File: config.mk
export PLATFORM = sky130hd
export DESIGN_NAME = mc_ctrl_fsm
export DESIGN_NICKNAME = d
export VERILOG_FILES = /design/src/rtl/mc_ctrl_fsm.sv
export SDC_FILE = /design/constraint.sdc
export NUM_CORES = 1
export LEC_CHECK = 0
export BUFFER_PORTS_ARGS = -buffer_cell sky130_fd_sc_hd__clkbuf_2
export CAP_MARGIN = 15
export CORE_UTILIZATION = 52
export DETAILED_ROUTE_END_ITERATION = 16
export MAX_ROUTING_LAYER = met4
export PLACE_DENSITY = 0.8
export SLEW_MARGIN = 40
export SYNTH_ARGS = -nofsm -noshare
export SYNTH_HDL_FRONTEND = slang
export SYNTH_SLANG_ARGS = --single-unit
File: constraint.sdc
create_clock -name clk -period 2.67 [get_ports clk]
set_input_delay 0.1335 -clock clk [delete_from_list [all_inputs] [get_ports clk]]
set_output_delay 0.1335 -clock clk [all_outputs]
set_load 0.02 [all_outputs]
File: src/rtl/mc_ctrl_fsm.sv
// Multicycle MIPS main controller: Moore FSM that steers the shared ALU/memory datapath,
// handshakes with memory via mem_ready and halts if a memory access stalls too long.
module mc_ctrl_fsm #(
   parameter int WAIT_MAX = 15
) (
   input  logic       clk,
   input  logic       reset,
   input  logic [5:0] op,
   input  logic       zero,
   input  logic       mem_ready,
   output logic       mem_req,
   output logic       memwrite,
   output logic       irwrite,
   output logic       regwrite,
   output logic       pcen,
   output logic       iord,
   output logic       alusrca,
   output logic [1:0] alusrcb,
   output logic [1:0] aluop,
   output logic [1:0] pcsrc,
   output logic       memtoreg,
   output logic       regdst,
   output logic       illegal_op,
   output logic       mem_err,
   output logic [3:0] state
);

   typedef enum logic [3:0] {
      IDLE    = 4'd0,
      FETCH   = 4'd1,
      DECODE  = 4'd2,
      MEMADR  = 4'd3,
      MEMRD   = 4'd4,
      MEMWB   = 4'd5,
      MEMWR   = 4'd6,
      RTYPEEX = 4'd7,
      RTYPEWB = 4'd8,
      BEQEX   = 4'd9,
      ADDIEX  = 4'd10,
      ADDIWB  = 4'd11,
      JEX     = 4'd12,
      HALT    = 4'd13
   } state_t;

   localparam logic [5:0] OP_RTYPE = 6'b000000;
   localparam logic [5:0] OP_LW    = 6'b100011;
   localparam logic [5:0] OP_SW    = 6'b101011;
   localparam logic [5:0] OP_BEQ   = 6'b000100;
   localparam logic [5:0] OP_ADDI  = 6'b001000;
   localparam logic [5:0] OP_J     = 6'b000010;

   localparam int CW = (WAIT_MAX > 1) ? $clog2(WAIT_MAX) : 1;
   localparam logic [CW-1:0] WAIT_LIM = CW'((WAIT_MAX > 0) ? WAIT_MAX - 1 : 0);
   localparam bit WDOG_ON = (WAIT_MAX > 0);

   state_t          cur_state;
   state_t          nxt_state;
   logic [CW-1:0]   wait_cnt;
   logic            mem_err_q;
   logic            pcwrite;
   logic            branch;
   logic            is_mem_state;
   logic            timeout;

   always_ff @(posedge clk or posedge reset) begin
      if (reset) begin
         cur_state <= IDLE;
      end else begin
         cur_state <= nxt_state;
      end
   end

   // The wait counter only ever advances while a memory state is stalled; any exit clears it.
   always_ff @(posedge clk or posedge reset) begin
      if (reset) begin
         wait_cnt  <= '0;
         mem_err_q <= 1'b0;
      end else begin
         if (is_mem_state && (nxt_state == cur_state)) begin
            wait_cnt <= wait_cnt + CW'(1);
         end else begin
            wait_cnt <= '0;
         end
         if ((cur_state != HALT) && (nxt_state == HALT)) begin
            mem_err_q <= 1'b1;
         end
      end
   end

   assign is_mem_state = (cur_state == FETCH) || (cur_state == MEMRD) || (cur_state == MEMWR);
   assign timeout      = WDOG_ON && (wait_cnt == WAIT_LIM) && !mem_ready;

   always_comb begin
      nxt_state  = cur_state;
      mem_req    = 1'b0;
      memwrite   = 1'b0;
      irwrite    = 1'b0;
      regwrite   = 1'b0;
      pcwrite    = 1'b0;
      branch     = 1'b0;
      iord       = 1'b0;
      alusrca    = 1'b0;
      alusrcb    = 2'b00;
      aluop      = 2'b00;
      pcsrc      = 2'b00;
      memtoreg   = 1'b0;
      regdst     = 1'b0;
      illegal_op = 1'b0;
      case (cur_state)
         IDLE: nxt_state = FETCH;
         FETCH: begin
            mem_req = 1'b1;
            alusrcb = 2'b01;
            if (mem_ready) begin
               irwrite   = 1'b1;
               pcwrite   = 1'b1;
               nxt_state = DECODE;
            end else if (timeout) begin
               nxt_state = HALT;
            end
         end
         DECODE: begin
            alusrcb = 2'b11;
            case (op)
               OP_LW, OP_SW: nxt_state = MEMADR;
               OP_RTYPE:     nxt_state = RTYPEEX;
               OP_BEQ:       nxt_state = BEQEX;
               OP_ADDI:      nxt_state = ADDIEX;
               OP_J:         nxt_state = JEX;
               default: begin
                  illegal_op = 1'b1;
                  nxt_state  = FETCH;
               end
            endcase
         end
         MEMADR: begin
            alusrca   = 1'b1;
            alusrcb   = 2'b10;
            nxt_state = (op == OP_LW) ? MEMRD : MEMWR;
         end
         MEMRD: begin
            mem_req = 1'b1;
            iord    = 1'b1;
            if (mem_ready) begin
               nxt_state = MEMWB;
            end else if (timeout) begin
               nxt_state = HALT;
            end
         end
         MEMWB: begin
            memtoreg  = 1'b1;
            regwrite  = 1'b1;
            nxt_state = FETCH;
         end
         MEMWR: begin
            mem_req  = 1'b1;
            iord     = 1'b1;
            memwrite = 1'b1;
            if (mem_ready) begin
               nxt_state = FETCH;
            end else if (timeout) begin
               nxt_state = HALT;
            end
         end
         RTYPEEX: begin
            alusrca   = 1'b1;
            aluop     = 2'b10;
            nxt_state = RTYPEWB;
         end
         RTYPEWB: begin
            regdst    = 1'b1;
            regwrite  = 1'b1;
            nxt_state = FETCH;
         end
         BEQEX: begin
            alusrca   = 1'b1;
            aluop     = 2'b01;
            pcsrc     = 2'b01;
            branch    = 1'b1;
            nxt_state = FETCH;
         end
         ADDIEX: begin
            alusrca   = 1'b1;
            alusrcb   = 2'b10;
            nxt_state = ADDIWB;
         end
         ADDIWB: begin
            regwrite  = 1'b1;
            nxt_state = FETCH;
         end
         JEX: begin
            pcsrc     = 2'b10;
            pcwrite   = 1'b1;
            nxt_state = FETCH;
         end
         HALT: nxt_state = HALT;
         default: nxt_state = IDLE;
      endcase
   end

   assign pcen    = pcwrite | (branch & zero);
   assign mem_err = mem_err_q;
   assign state   = cur_state;

endmodule

==> flow_metrics.env <==
export IMPL_total_power_mw=0.977
export IMPL_synth_distinct_cells=47
export IMPL_tightest_slew_ns=0.650
export IMPL_ioPinCount=31
export IMPL_worst_setup_path_type="reg -> out"
export IMPL_crit_fanout=21
export IMPL_path_clk_slew_ns=0.07
export IMPL_critPathLaunch="state[1]"
export IMPL_synth_top_family_by_area="simple AND/OR/NAND/NOR gates"
export IMPL_drive_above_1_share_pct=32.8
export IMPL_vdd_drop_max_v=0.000534
export IMPL_synth_simple_area_share_pct=35.3
export IMPL_rsz0062_at_grt="false"
export IMPL_synth_cells=97
export IMPL_dpl_cell_area_um2=973
export IMPL_grt_overflow_total=0
export IMPL_synth_compound_area_share_pct=21.7
export IMPL_post_route_period_util_pct=71.8
export IMPL_tritoncts="built"
export IMPL_grt_pass1_vias=730
export IMPL_hpwl_mm=1.42
export IMPL_drt_pass1_iter_count=5
export IMPL_critical_path_required_ns=2.54
export IMPL_layout_nets=138
export IMPL_syn_nets=109
export IMPL_synthMuxAreaShare_pct=1.17
export IMPL_syn_avg_cell_area_um2=8.85
export IMPL_cp_start_kind="flip-flop"
export IMPL_synth_edf_count=0
export IMPL_setup_violations=0
export IMPL_post_route_util_pct=66.3
export IMPL_rows=14
export IMPL_track_usage_pct=23.7
export IMPL_synth_top_area_cell="dfrtp_1"
export IMPL_worst_path_largest_cell_delay_ns=0.76
export IMPL_synthXorXnorAreaFrac_pct=4.08
export IMPL_crit_buf_inv=1
export IMPL_power_density_nw_per_um2=967
export IMPL_clockRootBuffer="clkbuf_4"
export IMPL_grt_first_pass_wirelength_mm=3.19
export IMPL_cts_resized=0
export IMPL_final_hold_viol_count=0
export IMPL_drtIter0Drc=13
export IMPL_route_detailed_drc=0
export IMPL_r2r_start="state[1]"
export IMPL_die_h_um=42.6
export IMPL_synth_area_leaders="dfrtp_1 (26%), nand2b_1 (5.1%), nor2_1 (3.5%)"
export IMPL_syn_area_um2=858
export IMPL_maxSlewViolCount=0
export IMPL_finalSetupTns_ns=0
export IMPL_grt_max_degree=22
export IMPL_clock_latency_ns=0.27
export IMPL_critPathTopFamily="flip-flops"
export IMPL_synth_adder_area_share_pct=2.92
export IMPL_cp_slowest_cell="dfrtp_1"
export IMPL_p_leak_nw=0.516
export IMPL_antenna_found_initial=0
export IMPL_ys_seq_elements=9
export IMPL_path_cells="nand2b_1 > nor2_1 > a211o_1 > clkbuf_2"
export IMPL_min_from="op[4]"
export IMPL_post_place_cells=136
export IMPL_antenna_cells=0
export IMPL_gp_congestion=0.794
export IMPL_skew_ns=0.00732
export IMPL_fmax_mhz=522
export IMPL_cts_buffers=3
export IMPL_cts_sinks=9
export IMPL_place_ws_ns=1.05
export IMPL_design_area_um2=1010
export IMPL_synth_top_area_share_pct=26.2
export IMPL_worstSetupEndpointType="output port"
export IMPL_async_flop_share_pct=100
export IMPL_core_area_um2=1520
export IMPL_vias_per_cell=5.83
export IMPL_maxSlewHeadroom_pct=56.6
export IMPL_drv_cap=0
export IMPL_ant_nets=0
export IMPL_arrival_ns=1.78
export IMPL_hold_slack_ns=0.279
export IMPL_vias=822
export IMPL_die_area_um2=1820
export IMPL_cts_max_path_buffers=2
export IMPL_min_period_ns=1.92
export IMPL_min_path_type="in -> reg"
export IMPL_ys_seq_area_share_pct=26.2
export IMPL_die_w_um=42.6
export IMPL_instances_no_fill=141
export IMPL_fin_ws_ns=0.754
export IMPL_yosys_warnings=0
export IMPL_outcome="finished clean"
export IMPL_htree_num_levels=1
export IMPL_wl_per_cell_um=13.2
export IMPL_initial_core_util_pct=56.3
export IMPL_routed_wl_mm=1.87
export IMPL_synth_ff_type="dfrtp_1"
export IMPL_portBuffers=30
export IMPL_area_growth_pct=17.8
## where the power goes
group | total, mW | internal (mW) | switching [mW]
clock | 0.106 | 0.0553 | 0.0510
combinational | 0.571 | 0.250 | 0.321
sequential | 0.300 | 0.168 | 0.132
total | 0.977 | 0.474 | 0.504
## cells by family after synthesis
logic type	after synthesis
fa+ha+maj	2
xor+xnor	4
mux	1
simple gates	44
buf+inv	12
compound gates	25
flops	9
## cell type report
cell class,count,area (um^2)
inverters,5,18.8
repair buffers,31,160
flip-flops and latches,9,225
well taps,16,20.0
clock buffers,3,22.5
multi-input cells,76,559
clock inverters,1,5.00
fillers,137,513
## repair_timing
action,in CTS,in global routing
hold endpoints to repair,9,0
setup endpoints to repair,0,0
buffers inserted,0,0
hold buffers,1,0
## worst paths after layout
check / to / slack [ns] / cells after the start
max in group asynchronous: wait_cnt[3] / 2.06 / 3
max: pcen / 0.75 / 4
min reg2reg: mem_err / 0.48 / 1
min in group asynchronous: mem_err / 0.36 / 3
min: state[3] / 0.28 / 4
max reg2reg: state[2] / 1.10 / 3
## routing by layer
layer  up-vias  GRT usage [%]  part of all wire [%]
met5         -              -                     0
met2        19           38.8                    52
met4         0           9.38                   1.0
met3         4           2.59                   2.9
met1       385           29.7                    44
li1        414              -                     -
## flip-flops by register name, indices dropped and copies added, names as in the netlist
signal    count
mem_err       1
state         4
wait_cnt      4
## cell usage in the layout (no fill, tap or decap), types with 2 or more instances in the layout
cell type  count
clkbuf_2      30
dfrtp_1        9
nor2_1         8
nand2b_1       7
inv_1          5
o21ai_0        5
nand2_1        3
xor2_1         3
clkbuf_4       3
nor3_1         2
and4b_1        2
nor2b_1        2
o311ai_1       2
a21oi_1        2
nand4bb_1      2
nor4_1         2
o2111ai_1      2
a21o_1         2
nor3b_1        2
a211o_1        2
and2b_1        2
ha_1           2
## cell usage after synthesis (all sizes together) (2+ instances only)
| cell | n |
|---|---|
| dfrtp | 9 |
| nor2 | 9 |
| buf | 7 |
| nand2b | 7 |
| o21ai | 6 |
| inv | 5 |
| and4b | 3 |
| nand2 | 3 |
| nor3 | 3 |
| nor3b | 3 |
| xor2 | 3 |
| a211o | 2 |
| a21o | 2 |
| a21oi | 2 |
| and2b | 2 |
| ha | 2 |
| nand4bb | 2 |
| nor2b | 2 |
| nor4 | 2 |
| o2111ai | 2 |
| o211ai | 2 |
| o311ai | 2 |
## worst register-to-register path: cells and delay by family, from the launching register on
kind,cells,cell delay (ns)
AND/OR/NAND/NOR,1,0.11
flip-flops,1,0.76
AO/OA/AOI/OAI,2,0.58
(Power assumes the default switching activity.)
